File: src/rtl/dht11_responder_pkg.sv
// Shared definitions for the DHT11 single-wire responder and its host-side driver.
// Holds the FSM encoding and the bus timing constants, all in 1 us ticks.
package dht11_responder_pkg;

    typedef enum logic [3:0] {
        IDLE,
        HOST_LOW,
        RESP_DELAY,
        RESP_LOW,
        RESP_HIGH,
        BIT_LOW,
        BIT_HIGH,
        END_LOW,
        COOLDOWN
    } dht_state_t;

    localparam int               CNT_W      = 15;
    localparam logic [CNT_W-1:0] CNT_MAX    = 15'h7fff;
    localparam logic [CNT_W-1:0] CNT_ONE    = 15'd1;
    localparam logic [CNT_W-1:0] T_RESP_LOW  = 15'd80;
    localparam logic [CNT_W-1:0] T_RESP_HIGH = 15'd80;
    localparam logic [CNT_W-1:0] T_BIT_LOW   = 15'd50;
    localparam logic [CNT_W-1:0] T_BIT_ZERO  = 15'd26;
    localparam logic [CNT_W-1:0] T_BIT_ONE   = 15'd70;
    localparam logic [CNT_W-1:0] T_END_LOW   = 15'd50;
    localparam int               FRAME_BITS  = 40;

    function automatic logic drives_low(input dht_state_t s);
        return (s == RESP_LOW) || (s == BIT_LOW) || (s == END_LOW);
    endfunction

    function automatic logic [7:0] frame_checksum(input logic [7:0] a, input logic [7:0] b,
                                                  input logic [7:0] c, input logic [7:0] d);
        return 8'(a + b + c + d);
    endfunction

endpackage

File: src/rtl/dht11_responder_sync_2ff.sv
// Two-flop synchronizer for the raw single-wire bus level; resets to the idle-high level.
module sync_2ff (
    input  logic clk,
    input  logic rst_debounced,
    input  logic d,
    output logic q
);

    logic meta;

    always_ff @(posedge clk or negedge rst_debounced) begin
        if (!rst_debounced) begin
            meta <= 1'b1;
            q    <= 1'b1;
        end else begin
            meta <= d;
            q    <= meta;
        end
    end

endmodule

File: src/rtl/dht11_responder.sv
// DHT11 sensor-side responder: detects a host start pulse, then drives a 40-bit
// humidity/temperature frame with checksum onto the open-drain single-wire bus.
//
// state      | meaning
// IDLE       | waiting for a bus falling edge while enabled
// HOST_LOW   | measuring host low pulse length
// RESP_DELAY | released, waiting before the response
// RESP_LOW   | response low (80 us)
// RESP_HIGH  | response high (80 us)
// BIT_LOW    | bit preamble low (50 us)
// BIT_HIGH   | bit value high (26 us '0', 70 us '1')
// END_LOW    | trailing low after the last bit
// COOLDOWN   | dead time, bus ignored
module dht11_responder
    import dht11_responder_pkg::*;
#(
    parameter int START_MIN_US  = 18000,
    parameter int RESP_DELAY_US = 30,
    parameter int COOLDOWN_US   = 1000
) (
    input  logic       clk,
    input  logic       rst_debounced,
    input  logic       tick_1us,
    input  logic       dat_in,
    output logic       dat_oe,
    input  logic       enable,
    input  logic [7:0] humid_int,
    input  logic [7:0] humid_dec,
    input  logic [7:0] temp_int,
    input  logic [7:0] temp_dec,
    output logic       busy,
    output logic       frame_done
);

    localparam logic [CNT_W-1:0] START_MIN    = CNT_W'(START_MIN_US);
    localparam logic [CNT_W-1:0] RESP_DELAY_T = CNT_W'(RESP_DELAY_US);
    localparam logic [CNT_W-1:0] COOLDOWN_T   = CNT_W'(COOLDOWN_US);
    localparam logic [5:0]       BITS_INIT    = 6'(FRAME_BITS);

    dht_state_t             state, state_nxt;
    logic [CNT_W-1:0]       cnt, cnt_nxt;
    logic [FRAME_BITS-1:0]  shreg, shreg_nxt;
    logic [5:0]             bits_left, bits_nxt;
    logic                   bus_s, bus_prev, bus_fall, terminal, done_nxt;

    sync_2ff u_sync (
        .clk           (clk),
        .rst_debounced (rst_debounced),
        .d             (dat_in),
        .q             (bus_s)
    );

    assign bus_fall = bus_prev & ~bus_s;
    assign busy     = (state != IDLE) && (state != HOST_LOW);

    always_comb begin
        state_nxt = state;
        cnt_nxt   = cnt;
        shreg_nxt = shreg;
        bits_nxt  = bits_left;
        done_nxt  = 1'b0;
        terminal  = tick_1us && (cnt == CNT_ONE);

        // Timed phases share one down-counter; a phase lasts exactly its load value in ticks.
        if (busy && tick_1us && (cnt != '0))
            cnt_nxt = cnt - CNT_ONE;

        case (state)
            IDLE: begin
                if (bus_fall && enable) begin
                    state_nxt = HOST_LOW;
                    cnt_nxt   = '0;
                end
            end
            HOST_LOW: begin
                if (bus_s) begin
                    cnt_nxt = '0;
                    if (cnt >= START_MIN) begin
                        state_nxt = RESP_DELAY;
                        cnt_nxt   = RESP_DELAY_T;
                        shreg_nxt = {humid_int, humid_dec, temp_int, temp_dec,
                                     frame_checksum(humid_int, humid_dec, temp_int, temp_dec)};
                        bits_nxt  = BITS_INIT;
                    end else begin
                        state_nxt = IDLE;
                    end
                end else if (tick_1us && (cnt != CNT_MAX)) begin
                    cnt_nxt = cnt + CNT_ONE;
                end
            end
            RESP_DELAY: if (terminal) begin
                state_nxt = RESP_LOW;
                cnt_nxt   = T_RESP_LOW;
            end
            RESP_LOW: if (terminal) begin
                state_nxt = RESP_HIGH;
                cnt_nxt   = T_RESP_HIGH;
            end
            RESP_HIGH: if (terminal) begin
                state_nxt = BIT_LOW;
                cnt_nxt   = T_BIT_LOW;
            end
            BIT_LOW: if (terminal) begin
                state_nxt = BIT_HIGH;
                cnt_nxt   = shreg[FRAME_BITS-1] ? T_BIT_ONE : T_BIT_ZERO;
            end
            BIT_HIGH: if (terminal) begin
                shreg_nxt = {shreg[FRAME_BITS-2:0], 1'b0};
                bits_nxt  = bits_left - 6'd1;
                if (bits_left == 6'd1) begin
                    state_nxt = END_LOW;
                    cnt_nxt   = T_END_LOW;
                end else begin
                    state_nxt = BIT_LOW;
                    cnt_nxt   = T_BIT_LOW;
                end
            end
            END_LOW: if (terminal) begin
                state_nxt = COOLDOWN;
                cnt_nxt   = COOLDOWN_T;
                done_nxt  = 1'b1;
            end
            COOLDOWN: if (terminal) begin
                state_nxt = IDLE;
                cnt_nxt   = '0;
            end
            default: begin
                state_nxt = IDLE;
                cnt_nxt   = '0;
            end
        endcase
    end

    always_ff @(posedge clk or negedge rst_debounced) begin
        if (!rst_debounced) begin
            state      <= IDLE;
            cnt        <= '0;
            shreg      <= '0;
            bits_left  <= '0;
            bus_prev   <= 1'b1;
            dat_oe     <= 1'b0;
            frame_done <= 1'b0;
        end else begin
            state      <= state_nxt;
            cnt        <= cnt_nxt;
            shreg      <= shreg_nxt;
            bits_left  <= bits_nxt;
            bus_prev   <= bus_s;
            dat_oe     <= drives_low(state_nxt);
            frame_done <= done_nxt;
        end
    end

endmodule
File: config.mk
export PLATFORM = sky130hd
export DESIGN_NAME = dht11_responder
export DESIGN_NICKNAME = d
export VERILOG_FILES = /design/src/rtl/dht11_responder_pkg.sv /design/src/rtl/dht11_responder_sync_2ff.sv /design/src/rtl/dht11_responder.sv
export SDC_FILE = /design/constraint.sdc
export NUM_CORES = 1
export LEC_CHECK = 0
export ABC_AREA = 1
export CORE_MARGIN = 1.5
export CORE_UTILIZATION = 40
export CTS_BUF_LIST = sky130_fd_sc_hd__clkbuf_16
export CTS_CLUSTER_DIAMETER = 80
export CTS_CLUSTER_SIZE = 8
export DETAILED_ROUTE_END_ITERATION = 12
export GPL_ROUTABILITY_DRIVEN = 0
export PLACE_DENSITY = 0.69
export SKIP_CTS_REPAIR_TIMING = 1
export SLEW_MARGIN = 20
export SYNTH_ARGS = -nofsm -noshare
export SYNTH_HDL_FRONTEND = slang
export SYNTH_HIERARCHICAL = 1
export SYNTH_SLANG_ARGS = --single-unit
File: constraint.sdc
create_clock -name clk -period 2.2 [get_ports clk]
set_clock_uncertainty 0.05 [all_clocks]
set_input_delay 0.66 -clock clk [delete_from_list [all_inputs] [get_ports clk]]
set_output_delay 0.66 -clock clk [all_outputs]
set_load 0.02 [all_outputs]
## Yosys cells after proc, flatten, opt, wreduce, memory -nomap -nowiden

Index checks and enable logic that the tools add are counted.

| cells by class | value |
|---|---|
| divide/modulo/power cells | 0 |
| bitwise logic cells | 2 |
| muxes and demuxes | 34 |
| add/sub/neg operators | 6 |
| equality and inequality tests | 18 |
| reductions and logical operators | 15 |
| order comparisons | 1 |
| shift operators | 0 |
| multipliers | 0 |

Operator list:

| cell | count |
|---|---|
| 15-bit 2-to-1 mux | 9 |
| 40-bit 2-to-1 mux | 3 |
| 15-bit one-hot mux with 7 select lines | 1 |
| 40-bit one-hot mux with 2 select lines | 1 |
| 4-bit 2-to-1 mux | 9 |
| 4-bit one-hot mux with 9 select lines | 1 |
| 8-bit adder | 3 |
| 4-bit by 3-bit == test with 1-bit output (second input constant) | 6 |
| 6-bit 2-to-1 mux | 3 |
| 15-bit by 1-bit adder with 15-bit output (second input constant) | 1 |
| 15-bit by 1-bit == test with 1-bit output (second input constant) | 1 |
| 15-bit >= comparator (second input constant) | 1 |
| 15-bit != test (second input constant) | 1 |
| 15-bit nonzero test | 1 |
| 15-bit by 1-bit subtractor with 15-bit output (second input constant) | 1 |
| 4-bit by 2-bit == test with 1-bit output (second input constant) | 3 |
| 6-bit one-hot mux with 2 select lines | 1 |
| 7-bit 2-to-1 mux | 1 |
| 6-bit by 1-bit == test with 1-bit output (second input constant) | 1 |
| 1-bit logical AND | 6 |
| 6-bit by 1-bit subtractor with 6-bit output (second input constant) | 1 |
| 5-bit 2-to-1 mux | 1 |
| 4-bit by 1-bit == test with 1-bit output (second input constant) | 1 |
| 4-bit == test (second input constant) | 1 |
| other kinds (13) | 18 |

| word-level totals | value |
|---|---|
| memories kept | 0 |
| RAM bits | 0 |
| bits in read-only memories | 0 |
| flip-flop bits (word level) | 70 |
| word-level logic and storage cells | 85 |
| bits in latches | 0 |
| bits of input ports | 37 |
| output and inout bits | 3 |

## Logic depth before layout (Yosys ltp)

| logic depth | value |
|---|---|
| depth in word-level cells | 8 |
| mapped depth | 14 |
| gate-level depth less buffers | 14 |

## Cells and area by module

The synthesis kept the hierarchy.

By module, submodules not included:

| module | cells an instance | sequential area each (um^2) | area an instance (um^2) | instances |
|---|---|---|---|---|
| dht11_responder | 750 | 1702.9 | 5331.4 | 1 |
| sync_2ff | 2 | 52.6 | 52.6 | 1 |

## Worst setup path before layout

No wires, ideal clock.

| timing path | value |
|---|---|
| path type | input to register |
| from | input port humid_int[1] |
| to | register shreg[7] |
| setup time | 0.077 ns |
| slack | -0.788 ns |
| stages on the path | 12 |
| path buffers | 0 |
| data required time | 2.073 ns |
| data arrival time | 2.861 ns |
| cell sequence | inv_1 -> fa_1 -> fa_1 -> inv_1 -> ha_1 -> inv_1 -> fa_1 -> nor3_1 -> nor2_1 -> nand3_1 -> nand3_1 -> a21oi_1 |

| between the ends | value |
|---|---|
| longest elaborated chain between the ends | 6 |

RTL lines:

| what | RTL line | source |
|---|---|---|
| from (decl) | dht11_responder.sv:27 | `input logic [7:0] humid_int,` |
| 8-bit adder (3 in series) | dht11_responder_pkg.sv:34 | `return 8'(a + b + c + d);` |
| 40-bit 2-to-1 mux | dht11_responder.sv:78 | `if (cnt >= START_MIN) begin` |
| 40-bit 2-to-1 mux | dht11_responder.sv:76 | `if (bus_s) begin` |
| 40-bit one-hot mux with 2 select lines | dht11_responder.sv:68 | `case (state)` |
| to (signal assigned) | dht11_responder.sv:146 | `shreg <= shreg_nxt;` |
| to (decl) | dht11_responder.sv:42 | `logic [FRAME_BITS-1:0] shreg, shreg_nxt;` |

No other way between the ends. The select of a mux whose other input is x is not followed.
A chain may end at the register's enable or synchronous reset.

## Final worst setup path

| timing path | value |
|---|---|
| from | input port humid_dec[1] |
| to | register shreg[5] |

| between the ends | value |
|---|---|
| longest elaborated chain between the ends | 6 |

RTL lines:

| what | RTL line | source |
|---|---|---|
| from (decl) | dht11_responder.sv:28 | `input logic [7:0] humid_dec,` |
| 8-bit adder (3 in series) | dht11_responder_pkg.sv:34 |  |
| 40-bit 2-to-1 mux | dht11_responder.sv:78 |  |
| 40-bit 2-to-1 mux | dht11_responder.sv:76 |  |
| 40-bit one-hot mux with 2 select lines | dht11_responder.sv:68 |  |

No other way between the ends. The select of a mux whose other input is x is not followed.

==> impl_metrics.yaml <==
status:
  outcome: "finished, violations left"
  violations: "negative setup slack"
critical_path:
  worstPathMaxFanout: 3
  critPathArrivalTime_ps: 2900
  worst-path-stages: 14
  reg2regPathDepth: 12
  path_class: "input port to flip-flop"
  ff2ff_setup_slack_ps: 170
  reg2reg_to: "cnt[2]"
  slowest_delay_ps: 550
  worstPathRequired_ps: 2440
  cp_num_buf_inv: 4
  r2r-start: "cnt[0]"
  endpoint_kind: "flip-flop"
  cp_top_family: "adder cells"
  worstPathCellList: "buf_8 -> inv_4 -> fa_1 -> fa_1 -> inv_2 -> ha_4 -> inv_2 -> fa_2 -> nor2_2 -> nor2_2 -> xor2_1 -> o21ai_1 -> nand2_1 -> nand2_1"
  cp_slowest_cell: "fa_1"
  start_kind: "input port"
global_route:
  antenna_found_initial: 0
  grt-ovfl-total: 0
  grt_util_all_layers_pct: 19.5
  grt_pass1_wl_microns: 22000
  met2_usage_pct: 33.1
  grt_max_degree: 57
  grt_pass1_vias: 4773
  use_met3_pct: 4.50
  globalRoute.busiestLayer: "met2"
  grt_use_met1_pct: 24.3
synthesis:
  synthTopCellsByArea: "dfrtp_1, nand2_1, inv_1, fa_1, o21ai_0"
  synth_seq_cells: 70
  synth.top_cell.area_share_pct: 31.1
  synth.yosys.seq_area_share_pct: 32.6
  syn-num-nets: 816
  synth_area_sq_um: 5380
  yosys_warnings: 6
  async_flop_share_pct: 100
  synth_enable_flop_cells: 0
  synth-main-ff-cell: "dfrtp_1"
  netlist_instances: 752
  ys_types: 36
  syn_area_per_cell_sq_um: 7.16
  synth_largest_area_cell: "dfrtp_1"
cells_and_area:
  final_nets: 893
  layout-drive-gt1-share_pct: 21.7
  area_growth_pct: 25.9
  antenna_cells: 0
  final_cell_area_sq_um: 6780
  fillerInstances: 1300
clock_tree:
  cts_buffers: 9
  clkTransAtPathRegs_ps: 60
  clock-root-buffer: "clkbuf_16"
  cts.sinks: 70
  cts_buffer_depth: 2
  cts_tree: "done"
  h-tree-depth: 3
  clkLatencyLatePin_ps: 340
drt:
  drt-total-wl_microns: 12900
  drtIter0Drc: 277
  dr_total_vias: 4876
  postRouteAntennaNets: 0
  viasPerCell: 4.83
  drc: 0
  drt-pass1-iter-count: 4
  wire_per_inst_microns: 12.8
placed_design:
  port_buffers: 39
  dpl.hpwl_microns: 9890
  place_area_sq_um: 6350
  pre_cts_ws_ps: -1350
pwr:
  p_per_area_nw_per_um2: 1180
  switching_share_pct: 41.5
  vdd.ir_drop.worst_mv: 0.537
  finalPower_mw: 8.01
  p_clk_share_pct: 20.6
  p_seq_share_pct: 27.6
  power_switching_mw: 3.32
  power_frac_comb_pct: 51.7
  intPower_mw: 4.69
  leakagePower_nw: 3.53
timing:
  setup_viol: 6
  layout_setup_ws_ps: -460
  finalCritPeriodShare_pct: 121
  drv_slew: 0
  relSlewSlack_pct: 72.0
  rsz0062_at_grt: "yes"
  fmax_mhz: 376
  tightest_slew_ps: 420
  holdWs_ps: 138
  fin_crit_ps: 2660
  hold_violations: 0
floorplanning:
  start_util_pct: 40.8
  placementRows: 42
  core_area_sq_um: 13200
  die-area_sq_um: 14200
  die_h_microns: 119
  fp.dieW_microns: 119
  io_pins: 40
run:
  max_cap_viol_count: 0
min_path:
  holdCritPathClass: "input port to async pin"
## layout make-up
cell class              instances  area (sq um)  area share, %
clock buffers                   9           225           3.32
clock inverters                 6           103           1.51
inverters                     114           450           6.65
multi-input cells             540          3120           46.1
flip-flops and latches         70          1760           25.9
well taps                     176           220           3.25
repair buffers                 94           898           13.3
## logic make-up (layout without fill, tap and decap cells)
logic type	Yosys count	in the layout	synth area share [%]
simple gates	378	378	30.8
buf+inv	142	223	11.8
compound gates	111	111	12.7
flops	70	70	32.6
fa+ha+maj	27	27	8.23
xor+xnor	24	24	3.90
## stage by stage
stage,std cells,utilization [%],setup TNS (ps)
2_1_floorplan,752,-,-3280
3_3_place_gp,992,48.1,-16440
3_5_place_dp,992,48.1,-17850
4_1_cts,1007,50.6,-5720
5_1_grt,1009,51.4,-2940
6_report,1009,51.4,-2290
## state kept, by name, summed over array words and instances, names as in the netlist
signal and flops:
shreg 40, cnt 15, bits_left 6, state 4
bus_prev 1, dat_oe 1, frame_done 1, u_sync/meta 1
u_sync/q 1
## cell usage after synthesis, types with 3 or more instances
master    instances
nand2_1         230
inv_1           107
dfrtp_1          67
o21ai_0          56
nand3_1          50
nor2_1           50
o21ai_2          28
xor2_1           21
fa_1             14
ha_1             13
buf_2            12
nor3_1           11
o21ai_1          11
a21oi_1          10
nand2_2           9
buf_6             8
nand4_1           8
inv_2             7
clkbuf_1          5
nor2_4            5
nor2_2            4
dfstp_2           3
nand2_4           3
nand3_2           3
xnor2_1           3
## worst max-delay path by stage
| stage | slack [ps] | endpoint | from |
|---|---|---|---|
| floorplan | -640 | shreg[5] | temp_int[1] |
| global placement | -1320 | shreg[5] | temp_int[1] |
| detailed placement | -1350 | shreg[5] | temp_int[1] |
| CTS | -990 | shreg[5] | temp_int[1] |
| global route | -620 | shreg[5] | humid_dec[1] |
| finish | -460 | shreg[5] | humid_dec[1] |
## power by group through the flow
stage	clock network [mW]	logic, mW	registers (mW)
after CTS	1.68	4.07	2.21
final	1.65	4.14	2.21
after floorplan	0	3.08	2.07
after global routing	1.73	4.70	2.28
after global placement	0	3.99	2.21
after detailed placement	0	4.04	2.23
## cell usage in the layout (no fill, tap or decap), drive strengths merged, types with 16 or more instances in the layout
cell,Yosys,final
clkbuf,5,16
inv,114,115
o21ai,95,95
dfrtp,67,67
xor2,21,21
nand3,53,53
clkdlybuf4s50,0,16
nand2,242,242
buf,23,60
nor2,60,60
## per-layer routing
metal	wire [microns]	vias up	share of wire [%]
met2	6190	109	48
li1	-	2500	-
met1	5910	2247	46
met3	593	20	4.6
met4	252	0	1.9
met5	0	-	0
No activity file was read; power rests on OpenSTA's default activity.
